===== config.mk =====
export PLATFORM = sky130hd
export DESIGN_NAME = core_rvfi_trace
export DESIGN_NICKNAME = d
export VERILOG_FILES = /design/src/rtl/core_rvfi_trace_pkg.sv /design/src/rtl/core_rvfi_trace_fifo.sv /design/src/rtl/core_rvfi_trace.sv
export SDC_FILE = /design/constraint.sdc
export NUM_CORES = 1
export LEC_CHECK = 0
export ABC_CLOCK_PERIOD_IN_PS = 22400
export CORE_MARGIN = 5
export CORE_UTILIZATION = 52
export DETAILED_ROUTE_END_ITERATION = 8
export PLACE_DENSITY = 0.76
export SETUP_SLACK_MARGIN = 0.5
export SLEW_MARGIN = 20
export SYNTH_ARGS = -nofsm -noshare
export SYNTH_HDL_FRONTEND = slang
export SYNTH_HIERARCHICAL = 1
export SYNTH_SLANG_ARGS = --single-unit

===== constraint.sdc =====
create_clock -name g_clk -period 22.4 [get_ports g_clk]
set_input_delay 3.36 -clock g_clk [delete_from_list [all_inputs] [get_ports g_clk]]
set_output_delay 3.36 -clock g_clk [all_outputs]
set_load 0.02 [all_outputs]

===== src/rtl/core_rvfi_trace_pkg.sv =====
// Shared widths, field offsets and the packed trace record for core_rvfi_trace.
// CORE_RVFI_TRACE_MEM_EN appends the memory-access fields to the record.
package core_rvfi_trace_pkg;

    localparam int XLEN_DEF = 64;
    localparam int ILEN_DEF = 32;
    localparam int SEQW_DEF = 16;

    localparam int RECW_BASE = SEQW_DEF + 7 + 2 * XLEN_DEF + ILEN_DEF;
    localparam int RECW_MEM  = 2 * XLEN_DEF + 2 * (XLEN_DEF / 8);

`ifdef CORE_RVFI_TRACE_MEM_EN
    localparam int RECW = RECW_BASE + RECW_MEM;
`else
    localparam int RECW = RECW_BASE;
`endif

    // Bit offsets (from the LSB) of each field at the default widths.
    localparam int OFF_RD_WDATA = RECW - RECW_BASE;
    localparam int OFF_INSN     = OFF_RD_WDATA + XLEN_DEF;
    localparam int OFF_PC       = OFF_INSN + ILEN_DEF;
    localparam int OFF_RD_ADDR  = OFF_PC + XLEN_DEF;
    localparam int OFF_TRAP     = OFF_RD_ADDR + 5;
    localparam int OFF_INTR     = OFF_TRAP + 1;
    localparam int OFF_SEQ      = OFF_INTR + 1;

    typedef struct packed {
        logic [SEQW_DEF-1:0]     seq;
        logic                    intr;
        logic                    trap;
        logic [4:0]              rd_addr;
        logic [XLEN_DEF-1:0]     pc_rdata;
        logic [ILEN_DEF-1:0]     insn;
        logic [XLEN_DEF-1:0]     rd_wdata;
`ifdef CORE_RVFI_TRACE_MEM_EN
        logic [XLEN_DEF-1:0]     mem_addr;
        logic [XLEN_DEF/8-1:0]   mem_rmask;
        logic [XLEN_DEF/8-1:0]   mem_wmask;
        logic [XLEN_DEF-1:0]     mem_wdata;
`endif
    } trace_rec_t;

    function automatic int rec_width(input int xlen, input int ilen, input int seqw);
`ifdef CORE_RVFI_TRACE_MEM_EN
        return seqw + 7 + 2 * xlen + ilen + 2 * xlen + 2 * (xlen / 8);
`else
        return seqw + 7 + 2 * xlen + ilen;
`endif
    endfunction

endpackage


===== src/rtl/core_rvfi_trace_fifo.sv =====
// Generic DEPTH x WIDTH synchronous FIFO with first-word fall-through read.
// Pointers carry one extra wrap bit so full and empty are distinguishable.
module core_rvfi_trace_fifo #(
    parameter int DEPTH = 8,
    parameter int WIDTH = 8
) (
    input  logic                     g_clk,
    input  logic                     g_resetn,
    input  logic                     clr_i,
    input  logic                     push_i,
    input  logic [WIDTH-1:0]         wdata_i,
    input  logic                     pop_i,
    output logic [WIDTH-1:0]         rdata_o,
    output logic                     full_o,
    output logic                     empty_o,
    output logic [$clog2(DEPTH):0]   level_o
);

    localparam int AW = $clog2(DEPTH);
    localparam logic [AW:0] PTR_ONE = (AW + 1)'(1);

    logic [WIDTH-1:0] mem_q [DEPTH];
    logic [AW:0]      wptr_q, wptr_d;
    logic [AW:0]      rptr_q, rptr_d;

    always_comb begin
        wptr_d = wptr_q;
        rptr_d = rptr_q;
        if (clr_i) begin
            wptr_d = '0;
            rptr_d = '0;
        end else begin
            if (push_i) wptr_d = wptr_q + PTR_ONE;
            if (pop_i)  rptr_d = rptr_q + PTR_ONE;
        end
    end

    always_ff @(posedge g_clk) begin
        if (!g_resetn) begin
            wptr_q <= '0;
            rptr_q <= '0;
        end else begin
            wptr_q <= wptr_d;
            rptr_q <= rptr_d;
        end
    end

    // When full, the write slot equals the slot being popped this cycle, so
    // the new entry lands behind everything already queued.
    always_ff @(posedge g_clk) begin
        if (push_i && !clr_i) mem_q[wptr_q[AW-1:0]] <= wdata_i;
    end

    assign empty_o = (wptr_q == rptr_q);
    assign full_o  = (wptr_q[AW] != rptr_q[AW]) && (wptr_q[AW-1:0] == rptr_q[AW-1:0]);
    assign rdata_o = mem_q[rptr_q[AW-1:0]];
    assign level_o = wptr_q - rptr_q;

endmodule


===== src/rtl/core_rvfi_trace.sv =====
// RVFI retirement trace capture: sequence tagging, FIFO buffering, drop accounting.
// Define CORE_RVFI_TRACE_MEM_EN to include the memory-access fields in each record.
module core_rvfi_trace
    import core_rvfi_trace_pkg::*;
#(
    parameter int XLEN  = 64,
    parameter int ILEN  = 32,
    parameter int DEPTH = 8,
    parameter int SEQW  = 16
) (
    input  logic                                  g_clk,
    input  logic                                  g_resetn,
    input  logic                                  rvfi_valid,
    input  logic [ILEN-1:0]                       rvfi_insn,
    input  logic                                  rvfi_intr,
    input  logic                                  rvfi_trap,
    input  logic [4:0]                            rvfi_rd_addr,
    input  logic [XLEN-1:0]                       rvfi_rd_wdata,
    input  logic [XLEN-1:0]                       rvfi_pc_rdata,
    input  logic [XLEN-1:0]                       rvfi_mem_addr,
    input  logic [XLEN/8-1:0]                     rvfi_mem_rmask,
    input  logic [XLEN/8-1:0]                     rvfi_mem_wmask,
    input  logic [XLEN-1:0]                       rvfi_mem_wdata,
    input  logic                                  trace_en,
    input  logic                                  trace_clr,
    output logic                                  t_valid,
    input  logic                                  t_ready,
    output logic [rec_width(XLEN, ILEN, SEQW)-1:0] t_data,
    output logic [$clog2(DEPTH):0]                level,
    output logic [15:0]                           drop_count,
    output logic                                  overflow
);

    localparam int W = rec_width(XLEN, ILEN, SEQW);

    logic [SEQW-1:0] seq_q, seq_d;
    logic [15:0]     drop_q, drop_d;
    logic            ovf_q, ovf_d;
    logic [W-1:0]    rec;
    logic            capture, pop, push, drop, full, empty;

`ifdef CORE_RVFI_TRACE_MEM_EN
    assign rec = {seq_q, rvfi_intr, rvfi_trap, rvfi_rd_addr, rvfi_pc_rdata, rvfi_insn,
                  rvfi_rd_wdata, rvfi_mem_addr, rvfi_mem_rmask, rvfi_mem_wmask, rvfi_mem_wdata};
`else
    assign rec = {seq_q, rvfi_intr, rvfi_trap, rvfi_rd_addr, rvfi_pc_rdata, rvfi_insn,
                  rvfi_rd_wdata};
    logic unused_mem;
    assign unused_mem = ^{rvfi_mem_addr, rvfi_mem_rmask, rvfi_mem_wmask, rvfi_mem_wdata};
`endif

    // Stream handshake: a record transfers on any cycle with t_valid && t_ready;
    // t_valid never depends on t_ready and t_data holds while stalled.
    assign capture = rvfi_valid && trace_en;
    assign t_valid = !empty;
    assign pop     = t_valid && t_ready;
    assign push    = capture && (!full || pop);
    assign drop    = capture && full && !pop;

    always_comb begin
        seq_d  = seq_q;
        drop_d = drop_q;
        ovf_d  = ovf_q;
        if (trace_clr) begin
            seq_d  = '0;
            drop_d = '0;
            ovf_d  = 1'b0;
        end else begin
            if (capture) seq_d = seq_q + SEQW'(1);
            if (drop) begin
                if (drop_q != 16'hFFFF) drop_d = drop_q + 16'd1;
                ovf_d = 1'b1;
            end
        end
    end

    always_ff @(posedge g_clk) begin
        if (!g_resetn) begin
            seq_q  <= '0;
            drop_q <= '0;
            ovf_q  <= 1'b0;
        end else begin
            seq_q  <= seq_d;
            drop_q <= drop_d;
            ovf_q  <= ovf_d;
        end
    end

    core_rvfi_trace_fifo #(
        .DEPTH (DEPTH),
        .WIDTH (W)
    ) u_fifo (
        .g_clk    (g_clk),
        .g_resetn (g_resetn),
        .clr_i    (trace_clr),
        .push_i   (push),
        .wdata_i  (rec),
        .pop_i    (pop),
        .rdata_o  (t_data),
        .full_o   (full),
        .empty_o  (empty),
        .level_o  (level)
    );

    assign drop_count = drop_q;
    assign overflow   = ovf_q;

endmodule


==> impl_results.html, run 1 <==
<table>
<tr><th>Metric</th><th>Value</th></tr>
<tr><th colspan="2">Status</th></tr>
<tr><td>Run status</td><td>finished, final reports clean</td></tr>
<tr><th colspan="2">Clocking</th></tr>
<tr><td>Post CTS Setup Buffer Count</td><td>0</td></tr>
<tr><td>Post-CTS Hold Buffers</td><td>0</td></tr>
<tr><td>Bufs on Longest Clock Path</td><td>3</td></tr>
<tr><td>Cts repair resizes</td><td>0</td></tr>
<tr><td>Root buffer cell</td><td>clkbuf_16</td></tr>
<tr><td>CTS clock-pin slew for the worst setup and hold paths</td><td>0.06 ns</td></tr>
<tr><td>Worst-skew pair later-pin latency</td><td>0.73 ns</td></tr>
<tr><td>CTS Buf Count</td><td>150</td></tr>
<tr><td>CTS H-Tree Depth</td><td>4</td></tr>
<tr><td>CTS tree</td><td>done</td></tr>
<tr><td>Clock sinks</td><td>1,508</td></tr>
<tr><th colspan="2">Critical path</th></tr>
<tr><td>Data arrival time of the critical path</td><td>5.50 ns</td></tr>
<tr><td>Max Fanout on Critical Path</td><td>62</td></tr>
<tr><td>Path type of the worst setup path</td><td>reg -&gt; out</td></tr>
<tr><td>Delay of the slowest cell on the worst path</td><td>0.91 ns</td></tr>
<tr><td>CP max stage cell</td><td>buf_4</td></tr>
<tr><td>Cell family with the largest share of critical-path delay</td><td>buffers and inverters</td></tr>
<tr><td>Endpoint kind of the worst setup timing path</td><td>output pin</td></tr>
<tr><td>Number of buffer and inverter instances along the worst setup path</td><td>4</td></tr>
<tr><td>Cell Chain, Critical Path</td><td>buf_4 -&gt; buf_4 -&gt; buf_6 -&gt; mux4_1 -&gt; mux2_2 -&gt; clkdlybuf4s50_1</td></tr>
<tr><td>Most used cell along the critical path</td><td>buf_4</td></tr>
<tr><td>Req. time, crit path</td><td>19.04 ns</td></tr>
<tr><td>Kind of launch point of the worst setup path</td><td>flop</td></tr>
<tr><th colspan="2">Timing</th></tr>
<tr><td>Final period util</td><td>0.396</td></tr>
<tr><td>Relative slew margins</td><td>0.255</td></tr>
<tr><td>Final worst path period need</td><td>8.86 ns</td></tr>
<tr><td>Worst Tran Pin Value</td><td>1.12 ns</td></tr>
<tr><td>Max-slew violation total from the final report</td><td>0</td></tr>
<tr><td>Final hold viol count</td><td>0</td></tr>
<tr><td>Clock skew after layout</td><td>0.0203 ns</td></tr>
<tr><td>Endpoints failing setup</td><td>0</td></tr>
<tr><td>Unrepaired setup endpoints after global routing</td><td>no</td></tr>
<tr><td>Final setup slack of the worst path</td><td>13.54 ns</td></tr>
<tr><td>Setup TNS</td><td>0 ns</td></tr>
<tr><td>Maximum frequency from static timing analysis</td><td>0.113 GHz</td></tr>
<tr><td>Worst-case hold slack</td><td>0.509 ns</td></tr>
<tr><th colspan="2">Synth</th></tr>
<tr><td>Share of the synthesized area in the top cell type</td><td>0.757</td></tr>
<tr><td>Most common cell in the synthesized netlist</td><td>edfxtp_1</td></tr>
<tr><td>Most instantiated flip-flop cell in the synthesis netlist</td><td>edfxtp_1</td></tr>
<tr><td>Top cells by area in the synthesized netlist</td><td>edfxtp_1 76%, mux4_1 10%, mux4_2 5.4%, mux2_2 3.5%, dfxtp_1 1.5%</td></tr>
<tr><td>Mapped Nets</td><td>2,710</td></tr>
<tr><td>Post-synthesis register bit count</td><td>1,508</td></tr>
<tr><td>Cell area after synthesis</td><td>58,100 um2</td></tr>
<tr><td>Count of unique library cells instantiated by Yosys</td><td>43</td></tr>
<tr><td>Synthesized area per cell</td><td>24.4 um2</td></tr>
<tr><td>Synth warnings</td><td>6</td></tr>
<tr><td>Fraction of synthesis flops using an asynchronous set or reset pin</td><td>0</td></tr>
<tr><td>Post-synth EDFFs</td><td>1,464</td></tr>
<tr><td>Sequential area share after synthesis</td><td>0.772</td></tr>
<tr><td>Post-synthesis cell count</td><td>2,385</td></tr>
<tr><td>Library cell occupying the most area in the post-synthesis netlist</td><td>edfxtp_1</td></tr>
<tr><td>Synth top cells by count</td><td>1,464 x edfxtp_1, 226 x mux4_1, 183 x mux2_2, 140 x mux4_2, 44 x dfxtp_1</td></tr>
<tr><th colspan="2">Placement</th></tr>
<tr><td>Area post-placement</td><td>63,400 um2</td></tr>
<tr><td>Routability-driven placement congestion ratio</td><td>0.794</td></tr>
<tr><td># placed instances</td><td>4,179</td></tr>
<tr><td>Worst-case setup slack after placement</td><td>13.96 ns</td></tr>
<tr><td>Count of input and output buffers</td><td>377</td></tr>
<tr><td>HPWL reported at the end of detailed placement</td><td>62.4 mm</td></tr>
<tr><th colspan="2">Layout</th></tr>
<tr><td>Post-layout utilization of the core</td><td>0.618</td></tr>
<tr><td>Design area</td><td>68,400 um2</td></tr>
<tr><td>Number of filler cells placed in the layout</td><td>7,315</td></tr>
<tr><td>Area growth, synth to finish</td><td>17.8%</td></tr>
<tr><td>Layout Nets</td><td>3,170</td></tr>
<tr><td>Final standard cell count with taps included and fillers excluded</td><td>4,468</td></tr>
<tr><td>Layout cell share with drive strength beyond 1</td><td>0.203</td></tr>
<tr><th colspan="2">Floorplan</th></tr>
<tr><td>Top-Level Pins</td><td>522</td></tr>
<tr><td>Area of the core</td><td>111,000 um2</td></tr>
<tr><td>Die ar.</td><td>119,000 um2</td></tr>
<tr><td>Die extent in y</td><td>344 um</td></tr>
<tr><td>Cell Rows</td><td>122</td></tr>
<tr><td>Die width</td><td>344 um</td></tr>
<tr><td>Initial cell density of the core</td><td>0.524</td></tr>
<tr><th colspan="2">Drt</th></tr>
<tr><td>Total vias in the final route</td><td>26,100</td></tr>
<tr><td>Per-cell routed wire length</td><td>26.1 um</td></tr>
<tr><td>Residual antenna-violating net count after detailed routing</td><td>0</td></tr>
<tr><td>DRC violation count after routing</td><td>0</td></tr>
<tr><td>Number of DRC violations after detailed-routing iteration 0</td><td>1,883</td></tr>
<tr><td>Wire length after detailed routing</td><td>116 mm</td></tr>
<tr><td>Post-DR vias/cell</td><td>5.85</td></tr>
<tr><td>First-pass DRT Iterations</td><td>5</td></tr>
<tr><th colspan="2">Power</th></tr>
<tr><td>Maximum vdd ir drop</td><td>66.4 uV</td></tr>
<tr><td>Pwr/cell area</td><td>84.2 nW/um2</td></tr>
<tr><td>Leakage</td><td>21.3 nW</td></tr>
<tr><td>Total power after layout</td><td>5.76 mW</td></tr>
<tr><th colspan="2">Global routing</th></tr>
<tr><td>Global-route wire length before repair</td><td>172 mm</td></tr>
<tr><td>Number of antenna violations at the first check in global routing</td><td>18</td></tr>
<tr><td>Pin count of the biggest net entering global routing</td><td>125</td></tr>
<tr><td>Global Route Usage Sum</td><td>0.196</td></tr>
<tr><td>Overall overflow remaining after global route</td><td>0</td></tr>
<tr><td>Number of global-route vias before repair</td><td>27,600</td></tr>
<tr><th colspan="2">Worst hold path</th></tr>
<tr><td>Worst min path class</td><td>reg -&gt; reg</td></tr>
<tr><th colspan="2">Flow run</th></tr>
<tr><td>Maxcap violations</td><td>0</td></tr>
</table>
-- worst min-delay path: cells and delay by family (launching register included) --
| kind | cells | cell delay (ns) |
|---|---|---|
| flops | 1 | 0.33 |
| simple gates | 2 | 0.14 |
-- metal layers --
| layer | share of wire | up-vias | routed length [um] | global-route usage |
|---|---|---|---|---|
| met4 | 0.022 | 10 | 2610 | 0.0618 |
| met5 | 0.00059 | - | 69 | 0 |
| met1 | 0.39 | 13900 | 45500 | 0.252 |
| met2 | 0.52 | 759 | 61000 | 0.337 |
| li1 | - | 11300 | - | - |
| met3 | 0.063 | 166 | 7300 | 0.0439 |
-- flip-flops by register name (all words and copies together) (netlist names), named ones only --
signal,count
seq_q,16
u_fifo/rptr_q,4
u_fifo/wptr_q,4
u_fifo/mem_q,1464
overflow,1
drop_count,16
-- cells in the final DEF (no fill, tap or decap), types with 10 or more instances in the layout --
master | Yosys | routed
bufinv_16 | 0 | 19
mux4_2 | 140 | 140
mux4_1 | 226 | 226
a21oi_1 | 17 | 17
clkinv_1 | 0 | 38
nand3_1 | 11 | 11
nand2b_1 | 10 | 10
nor2_1 | 29 | 27
nand2_1 | 25 | 25
buf_4 | 1 | 41
nand4_1 | 11 | 11
xnor2_1 | 13 | 13
clkdlybuf4s50_1 | 0 | 377
mux2_2 | 183 | 183
clkbuf_16 | 0 | 155
clkbuf_1 | 43 | 22
edfxtp_1 | 1464 | 1464
diode_2 | 0 | 13
dfxtp_1 | 44 | 41
inv_1 | 12 | 12
clkinv_2 | 0 | 21
-- cell type report --
type | count | area, um2 | share of cell area
Timing Repair Buffer | 423 | 4190 | 0.0612
Multi-Input combinational cell | 750 | 12500 | 0.183
Antenna cell | 13 | 32.5 | 0.000475
Tap cell | 1488 | 1860 | 0.0272
Sequential cell | 1508 | 44900 | 0.655
Clock inverter | 97 | 1010 | 0.0147
Inverter | 12 | 45.0 | 0.000658
Clock buffer | 177 | 3960 | 0.0579
-- final timing paths --
path	startpoint	endpoint	slack, ns	cells past startpoint
setup / recovery	flop	t_data[129]	13.54	6
hold / removal	overflow	overflow	0.51	2
setup reg to reg	u_fifo/wptr_q[2]	u_fifo/mem_q[5][115]	17.83	9
hold reg to reg	overflow	overflow	0.51	2
-- power breakdown --
group	internal [mW]	switching (mW)	leakage (nW)	total (mW)
clock	1.49	1.02	2.41	2.51
combinational	0.0705	0.0761	5.35	0.147
sequential	3.10	0.00329	13.5	3.10
-- cells by family (layout without fill, tap and decap cells) --
logic type      Yosys count  count (layout)  share of synthesized area
other cells               0              13                          0
flops                  1508            1508                      0.772
mux                     556             556                      0.193
simple gates            134             134                     0.0127
buf+inv                 127             709                     0.0142
xor+xnor                 19              19                    0.00286
compound gates           33              33                    0.00342
fa+ha+maj                 8               8                    0.00185
Power figures use the tool's default switching activity.
==> run 2: changes to the inputs <==
--- a/config.mk
+++ b/config.mk
@@ -5,7 +5,7 @@
 export SDC_FILE = /design/constraint.sdc
 export NUM_CORES = 1
 export LEC_CHECK = 0
-export ABC_CLOCK_PERIOD_IN_PS = 22400
+export ABC_CLOCK_PERIOD_IN_PS = 7900
 export CORE_MARGIN = 5
 export CORE_UTILIZATION = 52
 export DETAILED_ROUTE_END_ITERATION = 8
==> constraint.sdc (replaced) <==
create_clock -name g_clk -period 7.9 [get_ports g_clk]
set_input_delay 1.185 -clock g_clk [delete_from_list [all_inputs] [get_ports g_clk]]
set_output_delay 1.185 -clock g_clk [all_outputs]
set_load 0.02 [all_outputs]
==> run 2 against run 1 <==
Net effect:
- total power rose to 2.8 times the previous value
- via count is 1.6% lower
- critical path depth fell by 2
- clock skew increased by 0.0044 ns
- non-clock buffer count is 14 lower
- routed wire length shrank 0.64%
- hold slack worse by 0.023 ns
- clock power rose to 2.6 times the previous value
- setup slack lost 11 ns
- die area unchanged
- largest power group unchanged
- highest routed layer unchanged
==> impl_results.html, run 2 (synthesis gave the netlist of run 1 again) <==
<table>
<tr><th>Metric</th><th>Value</th></tr>
<tr><th colspan="2">Placement</th></tr>
<tr><td>Count of input and output buffers</td><td>377 (unchanged)</td></tr>
<tr><td>Area post-placement</td><td>63,500 um2 (+0.20%)</td></tr>
<tr><td>Routability-driven placement congestion ratio</td><td>0.745 (-6.1%)</td></tr>
<tr><td>HPWL reported at the end of detailed placement</td><td>60.8 mm (-2.6%)</td></tr>
<tr><td>Worst-case setup slack after placement</td><td>3.19 ns (-10.77 ns)</td></tr>
<tr><th colspan="2">Floorplan</th></tr>
<tr><td>Die width</td><td>344 um (unchanged)</td></tr>
<tr><td>Area of the core</td><td>111,000 um2 (unchanged)</td></tr>
<tr><td>Die ar.</td><td>119,000 um2 (unchanged)</td></tr>
<tr><td>Initial cell density of the core</td><td>0.524 (unchanged)</td></tr>
<tr><td>Top-Level Pins</td><td>522 (unchanged)</td></tr>
<tr><td>Cell Rows</td><td>122 (unchanged)</td></tr>
<tr><td>Die extent in y</td><td>344 um (unchanged)</td></tr>
<tr><th colspan="2">Critical path</th></tr>
<tr><td>Worst setup path end</td><td>t_data[115]</td></tr>
<tr><td>Max Fanout on Critical Path</td><td>126 (+100%)</td></tr>
<tr><td>Path type of the worst setup path</td><td>reg -&gt; out</td></tr>
<tr><td>Worst R2R End</td><td>u_fifo/mem_q[4][77]</td></tr>
<tr><td>Endpoint kind of the worst setup timing path</td><td>output pin</td></tr>
<tr><td>Req. time, crit path</td><td>6.71 ns (-12.33 ns)</td></tr>
<tr><td>Kind of launch point of the worst setup path</td><td>flop</td></tr>
<tr><td>Data arrival time of the critical path</td><td>4.16 ns (-1.34 ns)</td></tr>
<tr><td>Worst R2R Setup Slack</td><td>3.56 ns (-14.27 ns)</td></tr>
<tr><td>Worst R2R Start</td><td>u_fifo/wptr_q[2]</td></tr>
<tr><td>Worst Reg2Reg Path Length in Cells</td><td>9 (unchanged)</td></tr>
<tr><th colspan="2">Flow run</th></tr>
<tr><td>Maxcap violations</td><td>0 (unchanged)</td></tr>
<tr><th colspan="2">Global routing</th></tr>
<tr><td>Overall overflow remaining after global route</td><td>0 (unchanged)</td></tr>
<tr><td>Grt peak-use layer</td><td>met2</td></tr>
<tr><td>GR Layer Usage met1</td><td>0.247 (-0.00493)</td></tr>
<tr><td>Met2 capacity usage during global routing</td><td>0.341 (+0.00450)</td></tr>
<tr><td>Number of antenna violations at the first check in global routing</td><td>15 (-3)</td></tr>
<tr><td>Global-route wire length before repair</td><td>172 mm (-0.15%)</td></tr>
<tr><td>Pin count of the biggest net entering global routing</td><td>171 (+37%)</td></tr>
<tr><td>Met3 Resource Use GR</td><td>0.0485 (+0.00457)</td></tr>
<tr><td>Global Route Usage Sum</td><td>0.196 (about the same)</td></tr>
<tr><td>Number of global-route vias before repair</td><td>27,600 (-0.13%)</td></tr>
<tr><th colspan="2">Timing</th></tr>
<tr><td>Worst Tran Pin Value</td><td>1.33 ns (+0.215 ns)</td></tr>
<tr><td>Relative slew margins</td><td>0.111 (-0.144)</td></tr>
<tr><td>Max-slew violation total from the final report</td><td>0 (unchanged)</td></tr>
<tr><td>Endpoints failing setup</td><td>0 (unchanged)</td></tr>
<tr><td>Final hold viol count</td><td>0 (unchanged)</td></tr>
<tr><td>Final period util</td><td>0.677</td></tr>
<tr><td>Maximum frequency from static timing analysis</td><td>0.187 GHz</td></tr>
<tr><td>Final worst path period need</td><td>5.35 ns</td></tr>
<tr><td>Final setup slack of the worst path</td><td>2.55 ns (-10.99 ns)</td></tr>
<tr><td>Unrepaired setup endpoints after global routing</td><td>no</td></tr>
<tr><td>Clock skew after layout</td><td>0.0247 ns (+0.00438 ns)</td></tr>
<tr><th colspan="2">Power</th></tr>
<tr><td>Clock network fraction of total power</td><td>0.419 (-0.017)</td></tr>
<tr><td>Combinational share of power</td><td>0.026 (about the same)</td></tr>
<tr><td>Total power after layout</td><td>15.9 mW (+180%)</td></tr>
<tr><td>Part of the total power dissipated in sequential elements</td><td>0.555 (+0.016)</td></tr>
<tr><td>Switching part of the total power</td><td>0.192 (about the same)</td></tr>
<tr><td>Pwr/cell area</td><td>233 nW/um2 (+180%)</td></tr>
<tr><td>Leakage</td><td>21.2 nW (-0.35%)</td></tr>
<tr><td>Internal portion of total power</td><td>12.8 mW (+180%)</td></tr>
<tr><td>Switch Pwr</td><td>3.04 mW (+180%)</td></tr>
<tr><td>Maximum vdd ir drop</td><td>197 uV (+200%)</td></tr>
<tr><th colspan="2">Clocking</th></tr>
<tr><td>Worst-skew pair later-pin latency</td><td>0.74 ns (about the same)</td></tr>
<tr><td>CTS H-Tree Depth</td><td>4 (unchanged)</td></tr>
<tr><td>Cts repair resizes</td><td>0 (unchanged)</td></tr>
<tr><td>Post CTS Setup Buffer Count</td><td>0 (unchanged)</td></tr>
<tr><td>Clock sinks</td><td>1,508 (unchanged)</td></tr>
<tr><td>CTS tree</td><td>done</td></tr>
<tr><td>Bufs on Longest Clock Path</td><td>3 (unchanged)</td></tr>
<tr><td>Post-CTS Hold Buffers</td><td>0 (unchanged)</td></tr>
<tr><td>Root buffer cell</td><td>clkbuf_16</td></tr>
<tr><td>CTS clock-pin slew for the worst setup and hold paths</td><td>0.06 ns (about the same)</td></tr>
<tr><td>CTS Buf Count</td><td>150 (unchanged)</td></tr>
<tr><th colspan="2">Drt</th></tr>
<tr><td>Wire length after detailed routing</td><td>116 mm (-0.64%)</td></tr>
<tr><td>Residual antenna-violating net count after detailed routing</td><td>0 (unchanged)</td></tr>
<tr><td>Total vias in the final route</td><td>25,700 (-1.6%)</td></tr>
<tr><td>First-pass DRT Iterations</td><td>5 (unchanged)</td></tr>
<tr><td>Number of DRC violations after detailed-routing iteration 0</td><td>1,825 (-3.1%)</td></tr>
<tr><td>Per-cell routed wire length</td><td>26.0 um (about the same)</td></tr>
<tr><td>Post-DR vias/cell</td><td>5.78 (-1.1%)</td></tr>
<tr><td>DRC violation count after routing</td><td>0 (unchanged)</td></tr>
<tr><th colspan="2">Layout</th></tr>
<tr><td>Design area</td><td>68,200 um2 (-0.41%)</td></tr>
<tr><td>Layout Nets</td><td>3,156 (-0.44%)</td></tr>
<tr><td>Commonest cells after routing, fill and taps aside</td><td>1,464 x edfxtp_1, 377 x clkdlybuf4s50_1, 226 x mux4_1, 183 x mux2_2, 157 x clkbuf_16</td></tr>
<tr><td>Area growth, synth to finish</td><td>17.3%</td></tr>
<tr><td>Layout cell share with drive strength beyond 1</td><td>0.195 (-0.00793)</td></tr>
<tr><td>Most common cell after layout, fill and taps aside</td><td>edfxtp_1</td></tr>
<tr><td>Post-layout utilization of the core</td><td>0.615 (-0.00256)</td></tr>
<tr><td>Max FFs per register</td><td>1,464 (unchanged)</td></tr>
<tr><th colspan="2">Worst hold path</th></tr>
<tr><td>Worst min path class</td><td>reg -&gt; reg</td></tr>
<tr><td>Start point of the worst hold path</td><td>overflow</td></tr>
<tr><th colspan="2">Status</th></tr>
<tr><td>Run status</td><td>finished, final reports clean</td></tr>
</table>
[run 2: power by group through the flow]
stage | Clock (mW) | Sequential, mW | Combinational, mW
final | 6.65 | 8.80 | 0.417
after global routing | 7.16 | 8.80 | 0.446
after CTS | 6.81 | 8.80 | 0.423
after detailed placement | 0 | 8.97 | 0.420
after global placement | 0 | 8.97 | 0.400
after floorplan | 0 | 8.98 | 0.164
[run 2: routing by layer]
layer,vias to the layer above,wire [um],share of wire
li1,11300,-,-
met1,13600,45800,0.40
met2,691,60300,0.52
met3,159,7200,0.062
met4,8,2320,0.020
met5,-,61,0.00053
[run 2: layout make-up]
type	count	area, um2
Inverter	12	45.0
Clock buffer	196	4080
Timing Repair Buffer	409	4200
Clock inverter	69	549
Fill cell	7321	42700
Tap cell	1488	1860
Antenna cell	11	27.5
Multi-Input combinational cell	750	12500
Sequential cell	1508	44900
[run 2: worst max-delay path: stages (launching register included)]
cell and delay (ns):
dfxtp_4 0.90, buf_12 0.70, mux4_1 0.65, mux2_2 0.27
clkdlybuf4s50_1 0.62
[run 2: worst min path at each step]
stage,end,cells after the start
detailed placement,overflow,2
global placement,overflow,2
global route,overflow,2
CTS,overflow,2
floorplan,u_fifo/rptr_q[3],2
finish,overflow,2
[run 2: per-stage QoR]
stage | cells | hold slack [ns] | setup TNS (ns)
after global routing | 4438 | 0.495 | 0
after floorplan | 2385 | 0.498 | -1131.56
after CTS | 4432 | 0.481 | 0
after global placement | 4167 | 0.464 | 0
after detailed placement | 4167 | 0.463 | 0
final | 4443 | 0.486 | 0
